--- src/rtl/st_ctrl_seq_if.sv ---
// Store sequencer bundle: control-unit handshake, IR, RAM wait and datapath strobes.
// Latency: none (wires only).
// Backpressure: mem_ready holds the sequencer in its RAM states; start is ignored while busy.
interface st_ctrl_seq_if;
  logic        start;
  logic [31:0] ir;
  logic        mem_ready;
  logic [31:0] enable;
  logic [31:0] busSelect;
  logic [4:0]  Control_Signals;
  logic        MD_Read;
  logic        Gra;
  logic        Grb;
  logic        Grc;
  logic        Rin;
  logic        Rout;
  logic        BAout;
  logic        ReadRAM;
  logic        WriteRAM;
  logic        busy;
  logic        done;
  logic        illegal;
  logic        timeout;

  // Sequencer side
  modport slave (
    input  start, ir, mem_ready,
    output enable, busSelect, Control_Signals, MD_Read,
           Gra, Grb, Grc, Rin, Rout, BAout,
           ReadRAM, WriteRAM, busy, done, illegal, timeout
  );

  // Control unit / datapath side
  modport master (
    output start, ir, mem_ready,
    input  enable, busSelect, Control_Signals, MD_Read,
           Gra, Grb, Grc, Rin, Rout, BAout,
           ReadRAM, WriteRAM, busy, done, illegal, timeout
  );
endinterface

--- src/rtl/st_ctrl_seq.sv ---
// Store-instruction control sequencer (fetch, EA, write); optional RAM timeout via ST_MEM_TIMEOUT_EN.
// Latency: start -> done in 9 cycles with no RAM waits, +1 per wait cycle in T1/T7.
// Backpressure: holds T1/T7 until mem_ready; start ignored while busy (no queuing).
module st_ctrl_seq #(
  parameter int         TIMEOUT_CYCLES = 15,
  parameter logic [4:0] ST_OPCODE      = 5'b00010
) (
  input  logic         clk,
  input  logic         clr,
  st_ctrl_seq_if.slave io
);

  typedef enum logic [3:0] {
    S_IDLE = 4'd0,
    S_T0   = 4'd1,
    S_T1   = 4'd2,
    S_T2   = 4'd3,
    S_T3   = 4'd4,
    S_T4   = 4'd5,
    S_T5   = 4'd6,
    S_T6   = 4'd7,
    S_T7   = 4'd8,
    S_DONE = 4'd9
  } state_t;

  state_t r_state;
  state_t w_next_state;
  logic   r_illegal;
  logic   w_in_wait;
  logic   w_bad_opcode;
  logic   w_wait_expired;
  logic   w_timeout_flag;
  logic   w_unused_ir;

  // Only the opcode field matters here; the rest of IR belongs to the datapath.
  assign w_unused_ir  = &{1'b0, io.ir[26:0]};
  assign w_in_wait    = (r_state == S_T1) || (r_state == S_T7);
  assign w_bad_opcode = (io.ir[31:27] != ST_OPCODE);

`ifdef ST_MEM_TIMEOUT_EN
  localparam int CNT_W = ($clog2(TIMEOUT_CYCLES + 1) < 4) ? 4 : $clog2(TIMEOUT_CYCLES + 1);

  logic [CNT_W-1:0] r_wait_cnt;
  logic             r_timeout;

  // Counter holds the number of completed wait cycles, so the limit is hit
  // on the TIMEOUT_CYCLES-th cycle spent in the RAM state. mem_ready wins.
  assign w_wait_expired = w_in_wait && !io.mem_ready &&
                          (r_wait_cnt == CNT_W'(TIMEOUT_CYCLES - 1));
  assign w_timeout_flag = r_timeout;

  // Wait counter restarts on every entry to T1/T7; timeout cause cleared on entry to T0.
  always_ff @(posedge clk) begin
    if (!clr) begin
      r_wait_cnt <= '0;
      r_timeout  <= 1'b0;
    end else begin
      if (w_in_wait && (w_next_state == r_state)) begin
        r_wait_cnt <= r_wait_cnt + 1'b1;
      end else begin
        r_wait_cnt <= '0;
      end
      if (w_next_state == S_T0) begin
        r_timeout <= 1'b0;
      end else if (w_wait_expired) begin
        r_timeout <= 1'b1;
      end
    end
  end
`else
  // Waits are unbounded; the parameter only sizes the optional counter.
  localparam bit TimeoutConfigured = (TIMEOUT_CYCLES > 0);

  assign w_wait_expired = 1'b0;
  assign w_timeout_flag = 1'b0 & TimeoutConfigured;
`endif

  // State register and latched illegal-opcode cause.
  always_ff @(posedge clk) begin
    if (!clr) begin
      r_state   <= S_IDLE;
      r_illegal <= 1'b0;
    end else begin
      r_state <= w_next_state;
      if (w_next_state == S_T0) begin
        r_illegal <= 1'b0;
      end else if ((r_state == S_T3) && w_bad_opcode) begin
        r_illegal <= 1'b1;
      end
    end
  end

  // Next-state decode; RAM states hold until mem_ready (or the optional timeout).
  always_comb begin
    w_next_state = r_state;
    unique case (r_state)
      S_IDLE: if (io.start) w_next_state = S_T0;
      S_T0:   w_next_state = S_T1;
      S_T1: begin
        if (io.mem_ready)        w_next_state = S_T2;
        else if (w_wait_expired) w_next_state = S_DONE;
      end
      S_T2:   w_next_state = S_T3;
      S_T3:   w_next_state = w_bad_opcode ? S_DONE : S_T4;
      S_T4:   w_next_state = S_T5;
      S_T5:   w_next_state = S_T6;
      S_T6:   w_next_state = S_T7;
      S_T7: begin
        if (io.mem_ready || w_wait_expired) w_next_state = S_DONE;
      end
      S_DONE: w_next_state = S_IDLE;
      default: w_next_state = S_IDLE;
    endcase
  end

  // Moore output decode: every strobe is a pure function of the state register.
  always_comb begin
    io.enable          = '0;
    io.busSelect       = '0;
    io.Control_Signals = 5'd0;
    io.MD_Read         = 1'b0;
    io.Gra             = 1'b0;
    io.Grb             = 1'b0;
    io.Grc             = 1'b0;
    io.Rin             = 1'b0;
    io.Rout            = 1'b0;
    io.BAout           = 1'b0;
    io.ReadRAM         = 1'b0;
    io.WriteRAM        = 1'b0;
    io.busy            = (r_state != S_IDLE);
    io.done            = 1'b0;
    io.illegal         = 1'b0;
    io.timeout         = 1'b0;
    unique case (r_state)
      S_IDLE: begin
      end
      // PC -> MAR, PC+1 -> Z
      S_T0: begin
        io.busSelect[20]   = 1'b1;
        io.enable[25]      = 1'b1;
        io.enable[18]      = 1'b1;
        io.Control_Signals = 5'd14;
      end
      // Z -> PC, RAM -> MDR
      S_T1: begin
        io.busSelect[19] = 1'b1;
        io.enable[20]    = 1'b1;
        io.enable[21]    = 1'b1;
        io.MD_Read       = 1'b1;
        io.ReadRAM       = 1'b1;
      end
      // MDR -> IR
      S_T2: begin
        io.busSelect[21] = 1'b1;
        io.enable[24]    = 1'b1;
      end
      // Rb (or 0 when Rb=R0) -> Y
      S_T3: begin
        io.Grb        = 1'b1;
        io.BAout      = 1'b1;
        io.Rout       = 1'b1;
        io.enable[19] = 1'b1;
      end
      // Y + C -> Z
      S_T4: begin
        io.busSelect[23]   = 1'b1;
        io.Control_Signals = 5'd1;
        io.enable[18]      = 1'b1;
      end
      // Z -> MAR (effective address)
      S_T5: begin
        io.busSelect[19] = 1'b1;
        io.enable[25]    = 1'b1;
      end
      // Ra -> MDR from the bus
      S_T6: begin
        io.Gra        = 1'b1;
        io.Rout       = 1'b1;
        io.enable[21] = 1'b1;
      end
      // MDR -> RAM[MAR]
      S_T7: begin
        io.WriteRAM = 1'b1;
      end
      S_DONE: begin
        io.done    = 1'b1;
        io.illegal = r_illegal;
        io.timeout = w_timeout_flag;
      end
      default: begin
      end
    endcase
  end

endmodule

--- src/flat_wrapper.sv ---
// flat-port wrapper written by rule: the top's interface ports become plain ports
module st_ctrl_seq_flat 
#(
  parameter int         TIMEOUT_CYCLES = 15,
  parameter logic [4:0] ST_OPCODE      = 5'b00010
)
  (clk, clr, io_start, io_ir, io_mem_ready, io_enable, io_busSelect, io_Control_Signals, io_MD_Read, io_Gra, io_Grb, io_Grc, io_Rin, io_Rout, io_BAout, io_ReadRAM, io_WriteRAM, io_busy, io_done, io_illegal, io_timeout);
  st_ctrl_seq_if io_i ();
  input  logic clk;
  input  logic clr;
  input wire logic [$bits(io_i.start)-1:0] io_start;
  input wire logic [$bits(io_i.ir)-1:0] io_ir;
  input wire logic [$bits(io_i.mem_ready)-1:0] io_mem_ready;
  output wire logic [$bits(io_i.enable)-1:0] io_enable;
  output wire logic [$bits(io_i.busSelect)-1:0] io_busSelect;
  output wire logic [$bits(io_i.Control_Signals)-1:0] io_Control_Signals;
  output wire logic [$bits(io_i.MD_Read)-1:0] io_MD_Read;
  output wire logic [$bits(io_i.Gra)-1:0] io_Gra;
  output wire logic [$bits(io_i.Grb)-1:0] io_Grb;
  output wire logic [$bits(io_i.Grc)-1:0] io_Grc;
  output wire logic [$bits(io_i.Rin)-1:0] io_Rin;
  output wire logic [$bits(io_i.Rout)-1:0] io_Rout;
  output wire logic [$bits(io_i.BAout)-1:0] io_BAout;
  output wire logic [$bits(io_i.ReadRAM)-1:0] io_ReadRAM;
  output wire logic [$bits(io_i.WriteRAM)-1:0] io_WriteRAM;
  output wire logic [$bits(io_i.busy)-1:0] io_busy;
  output wire logic [$bits(io_i.done)-1:0] io_done;
  output wire logic [$bits(io_i.illegal)-1:0] io_illegal;
  output wire logic [$bits(io_i.timeout)-1:0] io_timeout;
  assign io_i.start = io_start;
  assign io_i.ir = io_ir;
  assign io_i.mem_ready = io_mem_ready;
  assign io_enable = io_i.enable;
  assign io_busSelect = io_i.busSelect;
  assign io_Control_Signals = io_i.Control_Signals;
  assign io_MD_Read = io_i.MD_Read;
  assign io_Gra = io_i.Gra;
  assign io_Grb = io_i.Grb;
  assign io_Grc = io_i.Grc;
  assign io_Rin = io_i.Rin;
  assign io_Rout = io_i.Rout;
  assign io_BAout = io_i.BAout;
  assign io_ReadRAM = io_i.ReadRAM;
  assign io_WriteRAM = io_i.WriteRAM;
  assign io_busy = io_i.busy;
  assign io_done = io_i.done;
  assign io_illegal = io_i.illegal;
  assign io_timeout = io_i.timeout;
  st_ctrl_seq #(.TIMEOUT_CYCLES(TIMEOUT_CYCLES), .ST_OPCODE(ST_OPCODE)) u_core (.clk(clk), .clr(clr), .io(io_i));
endmodule
--- config.mk ---
export PLATFORM = sky130hd
export DESIGN_NAME = st_ctrl_seq_flat
export DESIGN_NICKNAME = d
export VERILOG_FILES = /design/src/rtl/st_ctrl_seq_if.sv /design/src/rtl/st_ctrl_seq.sv /design/src/flat_wrapper.sv
export SDC_FILE = /design/constraint.sdc
export NUM_CORES = 1
export LEC_CHECK = 0
export BUFFER_PORTS_ARGS = -buffer_cell sky130_fd_sc_hd__buf_2
export CAP_MARGIN = 0
export CORE_ASPECT_RATIO = 1.4
export CORE_MARGIN = 2
export CORE_UTILIZATION = 32
export DETAILED_ROUTE_END_ITERATION = 10
export PLACE_DENSITY = 0.79
export SYNTH_ARGS = -nofsm -noshare
export SYNTH_HDL_FRONTEND = slang
export SYNTH_SLANG_ARGS = --single-unit
--- constraint.sdc ---
create_clock -name clk -period 1.57 [get_ports clk]
set_input_delay 0.2355 -clock clk [delete_from_list [all_inputs] [get_ports clk]]
set_output_delay 0.2355 -clock clk [all_outputs]
set_load 0.05 [all_outputs]
==> results.yml <==
outcome:
  status: "finished with violations"
  violations: "setup timing"
synth:
  synth_edf_count: 0
  synth_compound_area_share_pct: 7.33
  yosys.area_share.simple_pct: 20.1
  yosysSeqAreaShare_pct: 11.1
  yosysUniqueCellTypes: 25
  syn-cell-area_um2: 905
  yosysWarnings: 0
  synth_flop_cell: "dfxtp_1"
  synth_top_family_by_area: "buffers and inverters"
  async_flop_share_pct: 0
  synthMuxAreaShare_pct: 1.24
  synthXorXnorAreaFrac_pct: 0.968
  ys_seq_elements: 5
  syn_avg_cell_area_um2: 7.48
  yosys.area_share.adder_pct: 0
  synthCells: 121
grt:
  grt_pass1_wl_um: 2280
  grtUsageTotal_pct: 9.20
  grt_pass1_vias: 515
  antenna_found_initial: 0
  grt_overflow_total: 0
  grt_max_degree: 13
power_and_ir_drop:
  powerDensity_nw_per_um2: 835
  ir_drop_mv: 0.343
  power.leakage_nw: 0.609
clock_tree:
  clk_path_buf_depth: 2
  cts_buffers: 3
  clk_pin_slew_ns: 0.05
  cts_sinks: 5
  htree_num_levels: 1
  insertion_delay_ns: 0.25
  clock-root-buffer: "clkbuf_4"
  cts_tree: "yes"
timing:
  max_freq_ghz: 0.632
  setup_viol: 2
  fin_tns_setup_ns: -0.0142
  rsz0062_at_grt: "true"
  fin_crit_sh_pct: 101
  final.min_clock_period_ns: 1.58
  setup_ws_ns: -0.0119
  clock_skew_ns: 0.00913
  hold_violations: 0
  slew_viol_final: 0
cells_and_area:
  nNetsFinal: 191
  layout_common_cells: "conb_1, buf_2, buf_4"
  drive_gt1_share_pct: 44.8
  syn2layout_area_growth_pct: 20.3
  diodes: 0
  mostFrequentLayoutCell: "conb_1"
  design_area_um2: 1090
critical_path:
  reg2regPathDepth: 6
  end_kind: "primary output"
  cp.required_ns: 1.33
  startpoint_type: "flip-flop"
  path_class: "reg -> out"
  cp.arrival_ns: 1.35
  cp_max_fo: 7
die:
  ioPinCount: 118
  die_area_um2: 3270
  core_area_um2: 2670
  placementRows: 22
  initial_utilization_pct: 33.9
  die_h_um: 66.9
  die_width_um: 48.9
min_path:
  hold_path_depth: 2
  worstHoldPathType: "in -> reg"
route:
  ant_nets: 0
  via_per_inst: 3.70
  drt-wirelength-per-cell_um: 9.16
  firstDrtPassIters: 2
  via_count: 703
  drt_iter0_drc: 10
  drc_errors: 0
  drt-total-wl_um: 1740
run:
  cap_violations: 0
placed_design:
  gp_congestion: 0.688
  port_buffers: 32
  placedInstanceArea_um2: 928
  hpwlAfterDp_um: 1390
## per-stage QoR
step | setup slack [ns] | hold slack, ns | instances | utilization, % | power, mW
final | -0.0119 | 0.268 | 190 | 40.8 | 0.909
after floorplan | -0.155 | 0.369 | 178 | - | 0.789
after detailed placement | 0.0941 | 0.499 | 182 | 34.8 | 0.706
after CTS | -0.0167 | 0.266 | 186 | 37.9 | 0.875
after global routing | -0.0481 | 0.269 | 190 | 40.8 | 0.939
after global placement | 0.142 | 0.486 | 182 | 34.8 | 0.701
## synthesized netlist by cell type, types with 2 or more instances
cell type | n | area share [%]
a21oi_1 | 3 | 1.7
buf_2 | 3 | 1.7
buf_4 | 67 | 56
dfxtp_1 | 5 | 11
nand2_1 | 3 | 1.2
nand2b_1 | 4 | 2.8
nand3_1 | 2 | 1.1
nor2_1 | 12 | 5.0
nor3_1 | 4 | 2.2
nor3b_1 | 3 | 2.5
## per-layer routing
layer	track usage, %	routed length (um)	up-vias
met5	0	0	-
li1	-	-	326
met2	20.5	1020	58
met1	6.99	476	313
met4	4.29	62	0
met3	2.24	186	6
## report_power, final
group / total (mW) / internal, mW / switching, mW
combinational: 0.612 / 0.113 / 0.498
sequential: 0.144 / 0.133 / 0.0109
clock: 0.154 / 0.0964 / 0.0571
total: 0.909 / 0.343 / 0.566
## logic make-up (layout without fill, tap and decap cells)
kind of cell | Yosys count | after routing
other cells | 1 | 58
xor+xnor | 1 | 1
mux | 1 | 1
compound gates | 8 | 8
flops | 5 | 5
simple gates | 33 | 33
buf+inv | 72 | 48
## final cells by class
class	count	area, um^2
clock buffers	4	26.3
fillers	292	1580
inverters	1	3.75
multi-input cells	101	593
flip-flops and latches	5	109
well taps	36	45.0
repair buffers	43	312
## state kept, by name (all words and copies together), names as in the netlist
register,count
u_core.r_illegal,1
u_core.r_state,4
## worst max-delay path, cell delays in order, from the launching register on
cell and delay [ns]:
dfxtp_4 0.37, nand2b_4 0.19, mux2_4 0.30, nor2_4 0.08, buf_6 0.16
## path summary, 6_finish.rpt
kind | from | end | slack (ns)
worst min-delay path | clr | u_core.r_state[3]$_SDFF_PN0_ | 0.27
worst max register to register | u_core.r_state[0]$_SDFF_PN0_ | u_core.r_illegal$_SDFFE_PP0P_ | 0.12
worst max-delay path | u_core.r_state[1]$_SDFF_PN0_ | io_enable[25] | -0.01
worst min register to register | u_core.r_illegal$_SDFFE_PP0P_ | u_core.r_illegal$_SDFFE_PP0P_ | 0.51
## timing repair
item / in CTS / in global routing
hold buffers: 0 / 0
resized for setup: 20 / 13
cloned: 0 / 0
pin swaps: 1 / 1
buffers inserted: 0 / 4
endpoints found under the setup margin: 17 / 14
Note: power is estimated with default switching activity, not from simulation.
